[config.mk]
export PLATFORM = sky130hd
export DESIGN_NAME = if_prefetch_flat
export DESIGN_NICKNAME = d
export VERILOG_FILES = /design/src/rtl/if_prefetch_pkg.sv /design/src/rtl/if_prefetch_if.sv /design/src/rtl/if_prefetch_sync_fifo.sv /design/src/rtl/if_prefetch.sv /design/src/flat_wrapper.sv
export SDC_FILE = /design/constraint.sdc
export NUM_CORES = 1
export LEC_CHECK = 0
export ABC_AREA = 1
export ABC_CLOCK_PERIOD_IN_PS = 6100
export BUFFER_PORTS_ARGS = -buffer_cell sky130_fd_sc_hd__buf_2
export CORE_AREA = 8 8 214 216
export CTS_CLUSTER_SIZE = 25
export DETAILED_ROUTE_END_ITERATION = 16
export DIE_AREA = 0 0 222 224
export PLACE_DENSITY = 0.75
export SYNTH_ARGS = -nofsm -noshare
export SYNTH_HDL_FRONTEND = slang
export SYNTH_SLANG_ARGS = --single-unit
[constraint.sdc]
create_clock -name clk -period 6.1 [get_ports clk]
set_input_delay 0.915 -clock clk [delete_from_list [all_inputs] [get_ports clk]]
set_output_delay 0.915 -clock clk [all_outputs]
set_load 0.005 [all_outputs]
[src/rtl/if_prefetch_pkg.sv]
// Shared widths, buffer entry layout and fetch-state encoding for the
// instruction prefetch unit.
package if_prefetch_pkg;

  localparam int XLEN    = 64;
  localparam int ILEN    = 32;
  localparam int ENTRY_W = XLEN + ILEN;

  localparam logic [ILEN-1:0] NOP_INSTR = 32'h0000_0013;

  typedef struct packed {
    logic [XLEN-1:0] pc;
    logic [ILEN-1:0] instr;
  } entry_t;

  // IDLE: nothing outstanding; BUSY: response will be kept; DROP: response will be discarded.
  typedef enum logic [1:0] {
    FETCH_IDLE,
    FETCH_BUSY,
    FETCH_DROP
  } fetch_state_e;

endpackage

[src/rtl/if_prefetch_if.sv]
// Memory request/response, decode-side handshake and redirect signals of the
// prefetch unit; master is the prefetch unit, slave is its environment.
interface if_prefetch_if;
  import if_prefetch_pkg::*;

  logic            imem_req;
  logic [XLEN-1:0] imem_addr;
  logic            imem_valid;
  logic [ILEN-1:0] imem_rdata;
  logic            stall;
  logic            redirect;
  logic [XLEN-1:0] redirect_pc;
  logic            if_valid;
  logic [XLEN-1:0] if_pc;
  logic [ILEN-1:0] if_instr;
  logic [3:0]      buf_count;

  modport master (
    output imem_req, imem_addr, if_valid, if_pc, if_instr, buf_count,
    input  imem_valid, imem_rdata, stall, redirect, redirect_pc
  );

  modport slave (
    input  imem_req, imem_addr, if_valid, if_pc, if_instr, buf_count,
    output imem_valid, imem_rdata, stall, redirect, redirect_pc
  );

endinterface

[src/rtl/if_prefetch_sync_fifo.sv]
// Synchronous FIFO with flush; push while full (without pop) and pop while
// empty are ignored.
module sync_fifo #(
  parameter int WIDTH = 8,
  parameter int DEPTH = 4
) (
  input  logic                       clk,
  input  logic                       reset,
  input  logic                       flush,
  input  logic                       push,
  input  logic                       pop,
  input  logic [WIDTH-1:0]           wdata,
  output logic [WIDTH-1:0]           rdata,
  output logic [$clog2(DEPTH+1)-1:0] count
);

  localparam int AW = $clog2(DEPTH);
  localparam int CW = $clog2(DEPTH + 1);

  logic [WIDTH-1:0] mem [DEPTH];
  logic [AW-1:0]    wr_ptr;
  logic [AW-1:0]    rd_ptr;
  logic             do_push;
  logic             do_pop;

  assign do_pop  = pop && !flush && (count != '0);
  assign do_push = push && !flush && ((count != CW'(DEPTH)) || do_pop);

  always_ff @(posedge clk) begin
    if (reset || flush) begin
      wr_ptr <= '0;
      rd_ptr <= '0;
      count  <= '0;
    end else begin
      if (do_push) wr_ptr <= wr_ptr + 1'b1;
      if (do_pop)  rd_ptr <= rd_ptr + 1'b1;
      if (do_push && !do_pop)      count <= count + 1'b1;
      else if (do_pop && !do_push) count <= count - 1'b1;
    end
  end

  // NOTE: storage is not reset; count/pointers alone define which entries are live.
  always_ff @(posedge clk) begin
    if (do_push) mem[wr_ptr] <= wdata;
  end

  assign rdata = mem[rd_ptr];

endmodule

[src/rtl/if_prefetch.sv]
// Instruction prefetch: keeps at most one memory read outstanding, buffers
// responses in a FIFO and presents the head to decode; redirect flushes.
module if_prefetch
  import if_prefetch_pkg::*;
#(
  parameter logic [XLEN-1:0] RESET_PC = '0,
  parameter int              DEPTH    = 4
) (
  input  logic          clk,
  input  logic          reset,
  if_prefetch_if.master bus
);

  localparam int CW = $clog2(DEPTH + 1);

  fetch_state_e    state;
  fetch_state_e    state_next;
  logic [XLEN-1:0] pc;
  logic [XLEN-1:0] req_addr;
  logic [CW-1:0]   count;
  entry_t          head;
  entry_t          tail_entry;
  logic            req;
  logic            push;
  logic            pop;
  logic            has_entry;

  assign has_entry  = (count != '0);
  assign pop        = has_entry && !bus.stall && !bus.redirect;
  assign tail_entry = '{pc: req_addr, instr: bus.imem_rdata};

  // NOTE: every output of this block gets a default first so no latch is inferred.
  always_comb begin
    state_next = state;
    req        = 1'b0;
    push       = 1'b0;
    unique case (state)
      FETCH_IDLE: begin
        if (!reset && !bus.redirect && (32'(count) < DEPTH)) begin
          req        = 1'b1;
          state_next = FETCH_BUSY;
        end
      end
      FETCH_BUSY: begin
        if (bus.imem_valid) begin
          push       = !bus.redirect;
          state_next = FETCH_IDLE;
        end else if (bus.redirect) begin
          state_next = FETCH_DROP;
        end
      end
      FETCH_DROP: begin
        if (bus.imem_valid) state_next = FETCH_IDLE;
      end
      default: state_next = FETCH_IDLE;
    endcase
  end

  // NOTE: sequential state uses non-blocking assignments so every flop samples pre-edge values.
  always_ff @(posedge clk) begin
    if (reset) begin
      state    <= FETCH_IDLE;
      pc       <= RESET_PC;
      req_addr <= '0;
    end else begin
      state <= state_next;
      if (bus.redirect) pc <= {bus.redirect_pc[XLEN-1:2], 2'b00};
      else if (req)     pc <= pc + 64'd4;
      if (req) req_addr <= pc;
    end
  end

  sync_fifo #(
    .WIDTH (ENTRY_W),
    .DEPTH (DEPTH)
  ) u_fifo (
    .clk   (clk),
    .reset (reset),
    .flush (bus.redirect),
    .push  (push),
    .pop   (pop),
    .wdata (tail_entry),
    .rdata (head),
    .count (count)
  );

  assign bus.imem_req  = req;
  assign bus.imem_addr = pc;
  assign bus.if_valid  = has_entry;
  assign bus.if_pc     = has_entry ? head.pc : '0;
  assign bus.if_instr  = has_entry ? head.instr : NOP_INSTR;
  assign bus.buf_count = 4'(count);

endmodule
[src/flat_wrapper.sv]
// flat-port wrapper written by rule: the top's interface ports become plain ports
module if_prefetch_flat import if_prefetch_pkg::*;
#(
  parameter logic [XLEN-1:0] RESET_PC = '0,
  parameter int              DEPTH    = 4
)
  (clk, reset, bus_imem_req, bus_imem_addr, bus_if_valid, bus_if_pc, bus_if_instr, bus_buf_count, bus_imem_valid, bus_imem_rdata, bus_stall, bus_redirect, bus_redirect_pc);
  if_prefetch_if bus_i ();
  input  logic clk;
  input  logic reset;
  output wire logic [$bits(bus_i.imem_req)-1:0] bus_imem_req;
  output wire logic [$bits(bus_i.imem_addr)-1:0] bus_imem_addr;
  output wire logic [$bits(bus_i.if_valid)-1:0] bus_if_valid;
  output wire logic [$bits(bus_i.if_pc)-1:0] bus_if_pc;
  output wire logic [$bits(bus_i.if_instr)-1:0] bus_if_instr;
  output wire logic [$bits(bus_i.buf_count)-1:0] bus_buf_count;
  input wire logic [$bits(bus_i.imem_valid)-1:0] bus_imem_valid;
  input wire logic [$bits(bus_i.imem_rdata)-1:0] bus_imem_rdata;
  input wire logic [$bits(bus_i.stall)-1:0] bus_stall;
  input wire logic [$bits(bus_i.redirect)-1:0] bus_redirect;
  input wire logic [$bits(bus_i.redirect_pc)-1:0] bus_redirect_pc;
  assign bus_imem_req = bus_i.imem_req;
  assign bus_imem_addr = bus_i.imem_addr;
  assign bus_if_valid = bus_i.if_valid;
  assign bus_if_pc = bus_i.if_pc;
  assign bus_if_instr = bus_i.if_instr;
  assign bus_buf_count = bus_i.buf_count;
  assign bus_i.imem_valid = bus_imem_valid;
  assign bus_i.imem_rdata = bus_imem_rdata;
  assign bus_i.stall = bus_stall;
  assign bus_i.redirect = bus_redirect;
  assign bus_i.redirect_pc = bus_redirect_pc;
  if_prefetch #(.RESET_PC(RESET_PC), .DEPTH(DEPTH)) u_core (.clk(clk), .reset(reset), .bus(bus_i));
endmodule
==> run summary <==
dominant cell type by area after synthesis: edfxtp_1
die width: 222 um
final core occ: 59.4%
vias in the first global route: 16400
crit-path max FO: 86
period utilization: 65.6%
slew of the pin with the lowest slew margin: 1.03 ns
CTS tree: yes
Max Buffers Root-to-Sink: 3
# setup viols final: 0
setup slack after layout: 2.10 ns
area of the multi-input gates: 6830 um^2
num rows: 76
Fillers: 3525
Placer Congestion: 0.935
RSZ-0062 raised after global routing: no
Cell Pwr Density: 292 nW/um^2
Critical R2R Capture: u_core.u_fifo.mem[3][57]$_DFFE_PP_
skew final: 0.0151 ns
Final Max Tran Viols: 0
synthesized cell area: 21800 um^2
pre-CTS setup slack: 2.30 ns
ys async rst share: 0%
CP Class: flop to output port
largest net degree at the start of global routing: 127
top cell type's share of synthesized area: 51.7%
overall routing resource usage: 23.4%
postcts setup bufs: 0
maximum vdd drop: 187 uV
post-synth cell types: 40
dpl cells: 2981
Die H: 224 um
post_cts resized: 0
Remaining DRCs: 0
Seq/Total Area, Yosys: 64.1%
Synth Area per Inst: 9.60 um^2
IO Count: 267
initial core utilization: 51.3%
first drt pass iteration count: 5
Max Cap Viol: 0
1st-iter DRT viols: 1460
yosys warns: 0
endpoint type of the worst setup path: output port
Hold Worst Slack: 0.468 ns
Tightest Hold Check Type: flop to flop
register area: 14000 um^2
most frequent cells after synthesis: 551 x nor2_1, 376 x edfxtp_1, 346 x nand2_1
DP HPWL: 38.6 mm
dominant cells by area after synthesis: edfxtp_1 52%, dfxtp_1 12%, nor2_1 9.5%
crit path max-delay cell type: buf_4
hold path depth: 2
ant diodes: 0
share of post-route cells with drive strength above 1: 15.1%
first-pass GRT wire length: 92.1 mm
EDFF count, synth: 376
CP Cell Sequence: inv_4 > buf_4 > o21ai_0 > a21oi_1 > buf_2
r2r worst-path depth: 7
Routed Wire Length: 60.3 mm
mean routed wirelength per cell: 19.6 um
worst r2r src: u_core.u_fifo.count[1]$_SDFFE_PP0P_
Req. time, crit path: 5.18 ns
fin nets: 2596
area growth from synthesis to layout: 15.8%
CTS Hold Bufs: 0
final std cells w/o fill: 3076
Hold Crit Start: u_core.u_fifo.rd_ptr[1]$_SDFFE_PP0N_
Sink Count: 511
outcome: completed
CORE AREA: 42500 um^2
Mapped Cells: 2272
Max-slew headroom: 31.1%
initial antenna violation count: 1
clk slew on worst S/H paths: 0.06 ns
Hold Violations, Final: 0
Pleak: 9.74 nW
top-count cell post-synth: nor2_1
end of the critical path: bus_if_instr[7]
CP Data Arrival Time: 3.09 ns
via count: 17000
worst skew pair latency: 0.59 ns
setup TNS: 0 ns
clock root buffer master: clkbuf_16
R2R Setup Slk: 3.07 ns
input/output buffers: 259
CP max stage delay: 0.69 ns
Post-synth top flop: edfxtp_1
CTS buffer count: 51
H-Tree Depth: 2
Max Fclk: 250 MHz
Die ar.: 49700 um^2
fin crit period: 4.00 ns
Antenna Nets Post-Route: 0
startpoint types: flop
Synth Register Bits: 511
Vias per Instance: 5.52
grt ovf: 0
## cell type report
| class | count | area share (%) |
|---|---|---|
| clock buffer | 69 | 5.77 |
| sequential | 511 | 55.4 |
| clock inverter | 26 | 1.03 |
| timing repair buffer | 279 | 5.93 |
| multi-input combinational | 1504 | 27.0 |
| inverter | 141 | 2.11 |
| tap | 546 | 2.70 |
## cells by family (layout without fill, tap and decap cells)
family / count (synthesis) / in the layout / share of synthesized area (%)
adder cells (fa/ha/maj): 7 / 7 / 0.436
other: 1 / 5 / 0.0172
XOR/XNOR: 19 / 19 / 0.763
AO/OA/AOI/OAI: 463 / 463 / 11.2
AND/OR/NAND/NOR: 1010 / 1010 / 18.6
flip-flops: 511 / 511 / 64.1
buffers and inverters: 261 / 515 / 4.79
## state kept, by name, indices dropped and copies added (netlist names), named ones only
signal / flops
u_core.req_addr: 62
u_core.u_fifo.count: 3
u_core.bus.imem_addr: 62
u_core.u_fifo.mem: 376
u_core.state: 2
u_core.u_fifo.wr_ptr: 2
u_core.u_fifo.rd_ptr: 2
## routing by layer
layer	GRT usage, %	wire length, um	vias up	part of all wire, %
met4	7.61	1480	0	2.5
met1	30.6	25500	8103	42
met3	4.17	4270	99	7.1
met2	39.5	29000	667	48
met5	0	0	-	0
li1	-	-	8097	-
## placed cells by master (no fill, tap or decap), types with 17 or more instances in the layout
cell,synthesis,final
a21oi_1,159,159
buf_2,28,258
buf_4,8,17
clkbuf_16,0,53
dfxtp_1,135,133
edfxtp_1,376,376
inv_1,137,136
nand2_1,346,346
nand3_1,53,53
nand3b_1,18,18
nand4_1,18,18
nor2_1,551,547
o21a_1,24,24
o21ai_0,222,222
o21ai_1,29,29
## critical path: cells and delay by family (launching register included)
kind / cells / cell delay, ns
buffers and inverters: 3 / 1.33
flip-flops: 1 / 0.58
AO/OA/AOI/OAI: 2 / 0.46
## report_power, final
group	internal [mW]	leakage (nW)	switching [mW]
combinational	0.119	4.24	0.216
clock	1.88	0.849	1.30
sequential	3.77	4.65	0.0756
## how the worst min path moves through the flow
| stage | endpoint | slack, ns |
|---|---|---|
| floorplan | flop | 0.44 |
| global placement | flop | 0.44 |
| detailed placement | flop | 0.46 |
| CTS | flop | 0.47 |
| global route | flop | 0.50 |
| finish | flop | 0.47 |
## through the flow
stage	power, mW	area [um^2]
4_1_cts	7.41	25300
3_5_place_dp	4.26	23500
3_3_place_gp	4.24	23500
5_1_grt	7.58	25300
6_report	7.37	25300
2_1_floorplan	4.08	21800
No activity file was read; power rests on OpenSTA's default activity.
